`src/rtl/usrt_pkg.sv`:
```
// Shared types and constants for the USRT receiver.
package usrt_pkg;

  // Receiver frame states.
  typedef enum logic [1:0] {
    IDLE = 2'd0,
    RECV = 2'd1,
    TAIL = 2'd2
  } usrt_state_e;

  localparam int unsigned USRT_DATA_W_DEF = 8;
  localparam int unsigned USRT_SYNC_DEPTH = 2;

endpackage

```
`src/rtl/usrt_sync.sv`:
```
// Two-flop synchronizer for one asynchronous input. With EDGE set, the output is
// a one-clk pulse on the rising edge of the synchronized signal; otherwise the
// output is the plain synchronized level.
module usrt_sync
  import usrt_pkg::*;
#(
  parameter bit EDGE = 1'b0
) (
  input  logic clk,
  input  logic rst,
  input  logic d,
  output logic q
);

  localparam int unsigned Msb = USRT_SYNC_DEPTH - 1;

  logic [USRT_SYNC_DEPTH-1:0] sync_q;

  // Synchronizer chain.
  always_ff @(posedge clk or negedge rst) begin
    if (!rst) sync_q <= '0;
    else      sync_q <= {sync_q[USRT_SYNC_DEPTH-2:0], d};
  end

  if (EDGE) begin : g_edge
    logic prev_q;

    // Previous synchronized value for edge detection.
    always_ff @(posedge clk or negedge rst) begin
      if (!rst) prev_q <= 1'b0;
      else      prev_q <= sync_q[Msb];
    end

    assign q = sync_q[Msb] & ~prev_q;
  end else begin : g_level
    assign q = sync_q[Msb];
  end

endmodule

```
`src/rtl/usrt_rx.sv`:
```
// Synchronous serial receiver clocked by an external bit clock.
// Define USRT_RX_PARITY_EN to expect one even-parity bit after the data bits.
module usrt_rx
  import usrt_pkg::*;
#(
  parameter int unsigned DATA_W = USRT_DATA_W_DEF
) (
  input  logic              clk,
  input  logic              rst,
  input  logic              usrt_clk,
  input  logic              cts,
  input  logic              rxd,
  output logic [DATA_W-1:0] data,
  output logic              valid,
  output logic              busy,
  output logic              frm_err,
  output logic              par_err
);

`ifdef USRT_RX_PARITY_EN
  localparam int unsigned FrameLen = DATA_W + 1;
`else
  localparam int unsigned FrameLen = DATA_W;
`endif
  localparam int unsigned CntW = $clog2(DATA_W + 2);
  localparam logic [CntW-1:0] LastBit = CntW'(FrameLen - 1);

  logic bit_en, cts_s, rxd_s;

  usrt_sync #(.EDGE(1'b1)) u_clk_sync (.clk(clk), .rst(rst), .d(usrt_clk), .q(bit_en));
  usrt_sync #(.EDGE(1'b0)) u_cts_sync (.clk(clk), .rst(rst), .d(cts),      .q(cts_s));
  usrt_sync #(.EDGE(1'b0)) u_rxd_sync (.clk(clk), .rst(rst), .d(rxd),      .q(rxd_s));

  usrt_state_e                state_q, state_d;
  logic [CntW-1:0]            cnt_q, cnt_d;
  logic [FrameLen-1:0]        shift_q, shift_d, shift_next;
  logic [DATA_W-1:0]          data_q, data_d;
  logic                       valid_q, valid_d;
  logic                       frm_err_q, frm_err_d;
  logic                       tail_err_q, tail_err_d;
  logic                       armed_q, armed_d;
  logic [USRT_SYNC_DEPTH-1:0] prime_q;
`ifdef USRT_RX_PARITY_EN
  logic                       par_err_q, par_err_d;
`endif

  assign shift_next = {rxd_s, shift_q[FrameLen-1:1]};

  // Next-state and output decode. armed blocks a frame already in progress at
  // reset release: cts_s reads 0 until the chain is primed, so that low is ignored.
  always_comb begin
    state_d    = state_q;
    cnt_d      = cnt_q;
    shift_d    = shift_q;
    data_d     = data_q;
    valid_d    = 1'b0;
    frm_err_d  = 1'b0;
    tail_err_d = tail_err_q;
    armed_d    = armed_q | (prime_q[USRT_SYNC_DEPTH-1] & ~cts_s);
`ifdef USRT_RX_PARITY_EN
    par_err_d  = 1'b0;
`endif
    case (state_q)
      IDLE: begin
        if (cts_s && armed_q) begin
          state_d = RECV;
          cnt_d   = '0;
          shift_d = '0;
        end
      end
      RECV: begin
        // A cts fall outranks a coincident bit.
        if (!cts_s) begin
          state_d   = IDLE;
          frm_err_d = 1'b1;
        end else if (bit_en) begin
          shift_d = shift_next;
          cnt_d   = cnt_q + CntW'(1);
          if (cnt_q == LastBit) begin
            state_d    = TAIL;
            data_d     = shift_next[DATA_W-1:0];
            valid_d    = 1'b1;
            tail_err_d = 1'b0;
`ifdef USRT_RX_PARITY_EN
            par_err_d  = ^shift_next;
`endif
          end
        end
      end
      TAIL: begin
        if (!cts_s) begin
          state_d = IDLE;
        end else if (bit_en && !tail_err_q) begin
          frm_err_d  = 1'b1;
          tail_err_d = 1'b1;
        end
      end
      default: state_d = IDLE;
    endcase
  end

  // State and registered outputs.
  always_ff @(posedge clk or negedge rst) begin
    if (!rst) begin
      state_q    <= IDLE;
      cnt_q      <= '0;
      shift_q    <= '0;
      data_q     <= '0;
      valid_q    <= 1'b0;
      frm_err_q  <= 1'b0;
      tail_err_q <= 1'b0;
      armed_q    <= 1'b0;
      prime_q    <= '0;
    end else begin
      state_q    <= state_d;
      cnt_q      <= cnt_d;
      shift_q    <= shift_d;
      data_q     <= data_d;
      valid_q    <= valid_d;
      frm_err_q  <= frm_err_d;
      tail_err_q <= tail_err_d;
      armed_q    <= armed_d;
      prime_q    <= {prime_q[USRT_SYNC_DEPTH-2:0], 1'b1};
    end
  end

`ifdef USRT_RX_PARITY_EN
  // Parity error flag, aligned with valid.
  always_ff @(posedge clk or negedge rst) begin
    if (!rst) par_err_q <= 1'b0;
    else      par_err_q <= par_err_d;
  end
  assign par_err = par_err_q;
`else
  assign par_err = 1'b0;
`endif

  assign data    = data_q;
  assign valid   = valid_q;
  assign frm_err = frm_err_q;
  assign busy    = (state_q != IDLE);

endmodule

```
`config.mk`:
```
export PLATFORM = sky130hd
export DESIGN_NAME = usrt_rx
export DESIGN_NICKNAME = d
export VERILOG_FILES = /design/src/rtl/usrt_pkg.sv /design/src/rtl/usrt_sync.sv /design/src/rtl/usrt_rx.sv
export SDC_FILE = /design/constraint.sdc
export NUM_CORES = 1
export LEC_CHECK = 0
export CORE_ASPECT_RATIO = 1.5
export CORE_MARGIN = 2
export CORE_UTILIZATION = 48
export DETAILED_ROUTE_END_ITERATION = 8
export PLACE_DENSITY = 0.73
export SLEW_MARGIN = 20
export SYNTH_ARGS = -nofsm -noshare
export SYNTH_HDL_FRONTEND = slang
export SYNTH_SLANG_ARGS = --single-unit
```
`constraint.sdc`:
```
create_clock -name clk -period 1.7 [get_ports clk]
set_clock_uncertainty 0.1 [all_clocks]
set_input_delay 0.17 -clock clk [delete_from_list [all_inputs] [get_ports clk]]
set_output_delay 0.17 -clock clk [all_outputs]
set_load 0.02 [all_outputs]
```
==> implementation parameters, run 1 <==
Parameter                              Value

Logic synthesis
  Sequential element share of the synthesized area ... 0.607
  Count of cell types in the netlist ... 31
  Post-Synthesis Cells ... 119
  Mapped cell area ... 0.00140 mm²
  Flops & latches, synth ... 34
  Number of nets in the synthesized netlist ... 129
  Post-synthesis area per instance ... 11.8 µm²
  Ys Warns ... 0

STA
  Final clock period utilization by the worst path ... 0.977
  Unrepaired setup endpoints after global routing ... true
  Setup violations, final ... 0
  Minimum period implied by the final worst setup slack ... 1.66 ns
  Number of slew-limit violations in the final report ... 0
  Final hold violation count ... 0
  Setup total negative slack ... 0 ns
  Maximum frequency from static timing analysis ... 602 MHz

Setup path
  Cell Chain, Critical Path ... inv_4 -> ha_4 -> mux2_4 -> o211ai_4 -> buf_4 -> o21ai_0
  Crit. Startpoint ... state_q[0]
  Crit Path Max Fanout ... 8
  CP Data Arrival Time ... 1.71 ns
  Reg2reg path depth ... 6
  CP required ... 1.75 ns
  Critical-path cell with the highest stage delay ... dfrtp_2
  Setup slack, reg-to-reg ... 0.04 ns
  Start of the worst register-to-register path ... state_q[0]
  Critical register-to-register path endpoint ... shift_q[6]
  Largest stage delay on the critical path ... 0.45 ns
  Setup CP Type ... register to register
  Kind of end point of the critical path ... register
  Worst setup SP type ... register

Placed design
  Final RePlAce weighted congestion ... 0.873
  Detailed Place HPWL ... 1.67 mm
  Post-Place Cells ... 176
  Total cell area at the placement stage ... 0.00165 mm²
  Number of I/O port buffers ... 15

Floorplan
  Area inside the core boundary ... 0.00285 mm²
  Vertical extent of the die ... 70.2 µm
  Horiz. Die Dim ... 48.1 µm
  Initial Utilization ... 0.492
  Count of pins on the block boundary ... 17
  Standard-cell row count ... 24
  Die outline area ... 0.00338 mm²

Global route
  GRT Residual Overflow ... 0
  Antenna violations before repair ... 0
  Global-route wire length before repair ... 4.46 mm
  Pin count of the biggest net entering global routing ... 35
  GRT Util Overall ... 0.190
  Vias in the first global route ... 1058

Layout
  Number of antenna diodes ... 0
  Signed area change from the synthesized netlist to the final layout ... 33.3%
  Post-layout net count ... 159
  Count of filler cells inserted in the layout ... 213
  Design Area, Final ... 0.00187 mm²
  Post-Layout Cell Count ... 188
  Ratio of cells with drive above 1 in the final layout ... 0.309
  Layout Utilization ... 0.655

Power
  Leakage dissipation ... 0.842 nW
  Tot Pwr ... 2.35 mW
  PD cells ... 1260 mW/mm²
  Worst vdd rail ir drop ... 0.000804 V

Clock network
  H-tree Lvls ... 2
  Max Buffers Root-to-Sink ... 2
  Num CTS Buffers ... 5
  Cell chosen for the clock root ... clkbuf_8
  Clk sink count ... 34
  CTS tree ... done
  Quantity of hold-fixing buffers added after cts ... 0
  Clock latency on the worst-skew pair ... 0.28 ns
  Clock transition at the registers of the reported paths ... 0.07 ns

Routing
  Number of nets with antenna violations after routing ... 0
  Number of detailed-routing iterations run before antenna repair ... 4
  Number of remaining DRC errors ... 0
  DR WL/cell ... 13.5 µm
  Average via count per standard cell ... 5.15
  Overall routed net length ... 2.54 mm
  Vias post-DR ... 968
  Detailed router's first-iteration violation count ... 26

Status
  Status ... finished clean

Hold path
  Path category of the worst min-delay check ... input pin to asynchronous set/reset pin

Job
  Max-cap violation count ... 0
## flip-flops by register name (all words and copies together), names as in the netlist, 2 cells and up
register / flops
cnt_q: 4
prime_q: 2
shift_q: 7
u_cts_sync.sync_q: 2
u_rxd_sync.sync_q: 2
u_clk_sync.sync_q: 2
data: 8
state_q: 2
## logic make-up after synthesis
logic type      synth area share
compound gates             0.106
flops                      0.607
simple gates               0.111
other cells              0.00535
buf+inv                   0.0392
fa+ha+maj                 0.0446
mux                       0.0874
## routing by layer
layer  GRT usage  wire, µm  up-vias
li1            -         -      464
met1       0.218      1040      472
met2       0.293      1310       25
met3      0.0620       114        7
met4       0.108        73        0
met5           0         0        -
## report_power, final
part           leakage, nW  total [mW]  switching [mW]  internal, mW
sequential           0.441        1.01          0.0927         0.917
clock               0.0438       0.539           0.265         0.274
combinational        0.356       0.797           0.414         0.383
## placed cells by master (no fill, tap or decap), types with 2 or more instances in the layout
| master | n |
|---|---|
| a21oi_1 | 2 |
| buf_4 | 8 |
| buf_6 | 4 |
| clkbuf_8 | 5 |
| clkdlybuf4s50_1 | 14 |
| clkinv_2 | 2 |
| conb_1 | 2 |
| dfrtp_1 | 33 |
| ha_4 | 4 |
| inv_1 | 3 |
| inv_2 | 3 |
| mux2_2 | 8 |
| nand2_1 | 20 |
| o21ai_0 | 8 |
| o21ai_1 | 4 |
| or3_1 | 2 |
## per-stage QoR
| stage | setup slack [ns] | hold slack [ns] |
|---|---|---|
| 6_report | 0.0386 | 0.193 |
| 5_1_grt | -0.0261 | 0.224 |
| 4_1_cts | -0.0136 | 0.201 |
| 3_5_place_dp | -0.0861 | 0.237 |
| 3_3_place_gp | -0.0139 | 0.233 |
| 2_1_floorplan | 0.0441 | -0.226 |
## how the worst max path moves through the flow
stage	to	slack, ns	depth (start not counted)
floorplan	cnt_q[3]	0.04	7
global placement	shift_q[1]	-0.01	6
detailed placement	shift_q[6]	-0.09	6
CTS	tail_err_q	-0.01	5
global route	shift_q[5]	-0.03	7
finish	shift_q[6]	0.04	6
## cells in the mapped netlist (all sizes together)
cell type	instances	area (µm²)
o311ai	1	8.76
or3	2	12.5
or4	1	7.51
nand3b	1	7.51
nand2	20	75.1
clkbuf	2	8.75
a21o	1	7.51
nand3	1	5.00
a221oi	1	15.0
nor3	1	5.00
a21oi	3	15.0
ha	5	62.6
and3b	2	17.5
mux2i	1	10.0
and3	1	6.26
o21ai	12	60.1
mux2	10	113
inv	7	26.3
o211ai	1	12.5
conb	2	7.51
nor2b	1	6.26
a21boi	1	7.51
o21a	1	7.51
a22o	1	8.76
o22ai	1	6.26
dfrtp	34	851
buf	3	20.0
nand2b	2	12.5
## final cells by class
type	instances	area, µm²	area share
multi-input cells	73	586	0.313
clock buffers	5	68.8	0.0368
clock inverters	2	10.0	0.00535
well taps	39	48.8	0.0261
repair buffers	28	275	0.147
inverters	7	28.8	0.0154
flip-flops and latches	34	852	0.456
## worst max-delay path, delay by kind of cell, from the launching register on
| kind | cells | cell delay [ns] |
|---|---|---|
| buffers and inverters | 2 | 0.29 |
| AOI/OAI and AO/OA | 2 | 0.23 |
| muxes | 1 | 0.31 |
| adders and majority gates | 1 | 0.15 |
| DFF | 1 | 0.45 |
## repair_timing
item / CTS / global route
setup endpoints to repair: 13 / 22
setup buffers: 1 / 2
cloned: 1 / 1
pin swaps: 3 / 4
gates resized for setup: 17 / 18
Note: power is estimated with default switching activity, not from simulation.
==> run 2: changes to the inputs <==
==> constraint.sdc (replaced) <==
create_clock -name clk -period 1.7 [get_ports clk]
set_clock_uncertainty 0.1 [all_clocks]
set_input_delay 0.34 -clock clk [delete_from_list [all_inputs] [get_ports clk]]
set_output_delay 0.34 -clock clk [all_outputs]
set_load 0.02 [all_outputs]
==> run 2 against run 1 <==
Net effect: the run now ends with setup timing left; clock power up 28%; register-to-register slack worse by 0.09 ns; maximum frequency down 5.2%; critical path depth unchanged; combinational power up 11%; final cell count up 2.7%; first-iteration DRC count down 31%; non-clock buffer count up 4; design area up 7.2%; critical path type unchanged; largest cell class unchanged; largest power group unchanged.
==> implementation parameters, run 2 (synthesized netlist as in run 1, its figures left out) <==
Parameter                              Value

Routing
  Number of detailed-routing iterations run before antenna repair ... 3 (-1)
  Detailed router's first-iteration violation count ... 18 (-31%)
  Average via count per standard cell ... 5.13 (-0.28%)
  Overall routed net length ... 2.80 mm (+10%)
  Number of remaining DRC errors ... 0 (unchanged)
  Number of nets with antenna violations after routing ... 0 (unchanged)
  Vias post-DR ... 991 (+2.4%)
  DR WL/cell ... 14.5 µm (+7.3%)

Layout
  Leading cell types in the layout, fill and taps excluded ... 33 x dfrtp_1, 16 x nand2_1, 12 x buf_4, 8 x mux2_2, 8 x clkbuf_8
  Flip-flop count of the largest register, all copies and words added ... 8 (unchanged)
  Post-layout net count ... 163 (+2.5%)
  Ratio of cells with drive above 1 in the final layout ... 0.383 (+0.0744)
  Post-Layout Cell Count ... 193 (+2.7%)
  Signed area change from the synthesized netlist to the final layout ... 42.9%
  Leading cell type in the layout, fill and taps excluded ... dfrtp_1
  Design Area, Final ... 0.00200 mm² (+7.2%)
  Number of antenna diodes ... 0 (unchanged)

Setup path
  Critical-path cell with the highest stage delay ... dfrtp_2
  Crit Path Max Fanout ... 4 (-4)
  Setup slack, reg-to-reg ... -0.05 ns (-0.09 ns)
  Crit. Startpoint ... state_q[0]
  CP Data Arrival Time ... 1.83 ns (+0.12 ns)
  Largest stage delay on the critical path ... 0.44 ns (about the same)
  CP required ... 1.78 ns (+0.03 ns)
  Worst setup SP type ... register
  Number of buffer and inverter instances along the worst setup path ... 2 (unchanged)
  Start of the worst register-to-register path ... state_q[0]
  Gate family responsible for the most delay along the worst path ... flip-flops
  Setup CP Type ... register to register
  Critical register-to-register path endpoint ... tail_err_q
  Reg2reg path depth ... 6 (unchanged)
  Kind of end point of the critical path ... register
  Cell Chain, Critical Path ... inv_2 -> buf_6 -> ha_4 -> nand3b_1 -> a221oi_2 -> mux2_1

Floorplan
  Horiz. Die Dim ... 48.1 µm (unchanged)
  Standard-cell row count ... 24 (unchanged)
  Area inside the core boundary ... 0.00285 mm² (unchanged)
  Vertical extent of the die ... 70.2 µm (unchanged)
  Die outline area ... 0.00338 mm² (unchanged)
  Count of pins on the block boundary ... 17 (unchanged)
  Initial Utilization ... 0.492 (unchanged)

STA
  Final hold violation count ... 0 (unchanged)
  PnR worst setup slack ... -0.0517 ns (-0.0903 ns)
  Unrepaired setup endpoints after global routing ... true
  Number of slew-limit violations in the final report ... 0 (unchanged)
  Final clock period utilization by the worst path ... 1.03 (+0.0531)
  Minimum period implied by the final worst setup slack ... 1.75 ns (+0.0903 ns)
  Setup violations, final ... 1 (+1)
  WHS ... 0.233 ns (+0.0403 ns)
  Maximum frequency from static timing analysis ... 571 MHz (-5.2%)

Placed design
  Number of I/O port buffers ... 15 (unchanged)
  Post-Place Cells ... 180 (+2.3%)
  Detailed Place HPWL ... 1.76 mm (+5.2%)
  Total cell area at the placement stage ... 0.00169 mm² (+2.6%)
  Final RePlAce weighted congestion ... 0.747 (-14%)

Clock network
  H-tree Lvls ... 2 (unchanged)
  Num CTS Buffers ... 5 (unchanged)
  CTS tree ... done
  Cell chosen for the clock root ... clkbuf_8
  Max Buffers Root-to-Sink ... 2 (unchanged)
  Clock latency on the worst-skew pair ... 0.29 ns (about the same)
  Quantity of hold-fixing buffers added after cts ... 0 (unchanged)
  Clk sink count ... 34 (unchanged)
  Clock transition at the registers of the reported paths ... 0.07 ns (about the same)

Global route
  Antenna violations before repair ... 0 (unchanged)
  Pin count of the biggest net entering global routing ... 35 (unchanged)
  Global-route wire length before repair ... 4.24 mm (-4.8%)
  Vias in the first global route ... 997 (-5.8%)
  GRT Residual Overflow ... 0 (unchanged)
  GRT Util Overall ... 0.182 (-0.00736)

Job
  Max-cap violation count ... 0 (unchanged)

Hold path
  Startpoint of the most critical hold path ... u_cts_sync.sync_q[0]
  Hold-critical path endpoint ... u_cts_sync.sync_q[1]
  Hold-critical path depth ... 0
  Path category of the worst min-delay check ... register to register

Status
  Failing checks ... setup timing
  Status ... complete, but fails checks

Power
  Worst vdd rail ir drop ... 0.000880 V (+9.5%)
  PD cells ... 1290 mW/mm² (+2.8%)
  Leakage dissipation ... 1.04 nW (+24%)
## run 2: changes by cell type in the layout (fill, tap and decap cells not counted), sizes merged
cell           delta
clkdlybuf4s50     -7
dlymetal6s2s      +7
buf               +4
clkbuf            +4
clkinv            -2
clkdlybuf4s15     -1
## run 2: what timing repair did
item / CTS / global route
cloned: 0 / 1
gates resized for setup: 15 / 40
setup buffers: 1 / 3
setup endpoints to repair: 22 / 28
pin swaps: 1 / 12
endpoints found under the hold margin: 0 / 0
## run 2: layout make-up
class / count / area [µm²]
sequential: 34 / 852
fill: 190 / 848
inverter: 7 / 26.3
clock buffer: 8 / 110
timing repair buffer: 32 / 344
multi-input combinational: 73 / 623
tap: 39 / 48.8
## run 2: layer usage
metal	vias up	part of all wire	track usage
met1	491	0.38	0.197
met3	13	0.039	0.0724
li1	465	-	-
met2	22	0.54	0.286
met4	0	0.044	0.102
met5	-	0	0
## run 2: worst reg2reg max path: stages (launching register included)
cell,delay (ns)
dfrtp_2,0.44
inv_2,0.10
buf_6,0.11
ha_4,0.14
nand3b_1,0.12
a221oi_2,0.29
mux2_1,0.34
## run 2: worst max path at each step
stage / slack (ns) / cells after the start / to
2_1_floorplan: 0.04 / 7 / cnt_q[3]
3_3_place_gp: -0.03 / 4 / busy
3_5_place_dp: -0.1 / 6 / cnt_q[0]
4_1_cts: 0.005 / 5 / tail_err_q
5_1_grt: -0.09 / 6 / tail_err_q
6_report: -0.05 / 6 / tail_err_q
## run 2: power breakdown
group	internal [mW]	switching [mW]
Combinational	0.425	0.463
Sequential	0.917	0.0910
Clock	0.409	0.281
## run 2: stage by stage
step / utilization / TNS, ns / setup WS (ns) / total power, mW
global route: 0.703 / -0.658 / -0.0949 / 2.72
global placement: 0.592 / -0.169 / -0.0330 / 1.60
detailed placement: 0.592 / -0.944 / -0.0965 / 1.64
CTS: 0.646 / 0 / 0.00460 / 2.38
floorplan: - / 0 / 0.0441 / 1.35
finish: 0.703 / -0.0517 / -0.0517 / 2.59
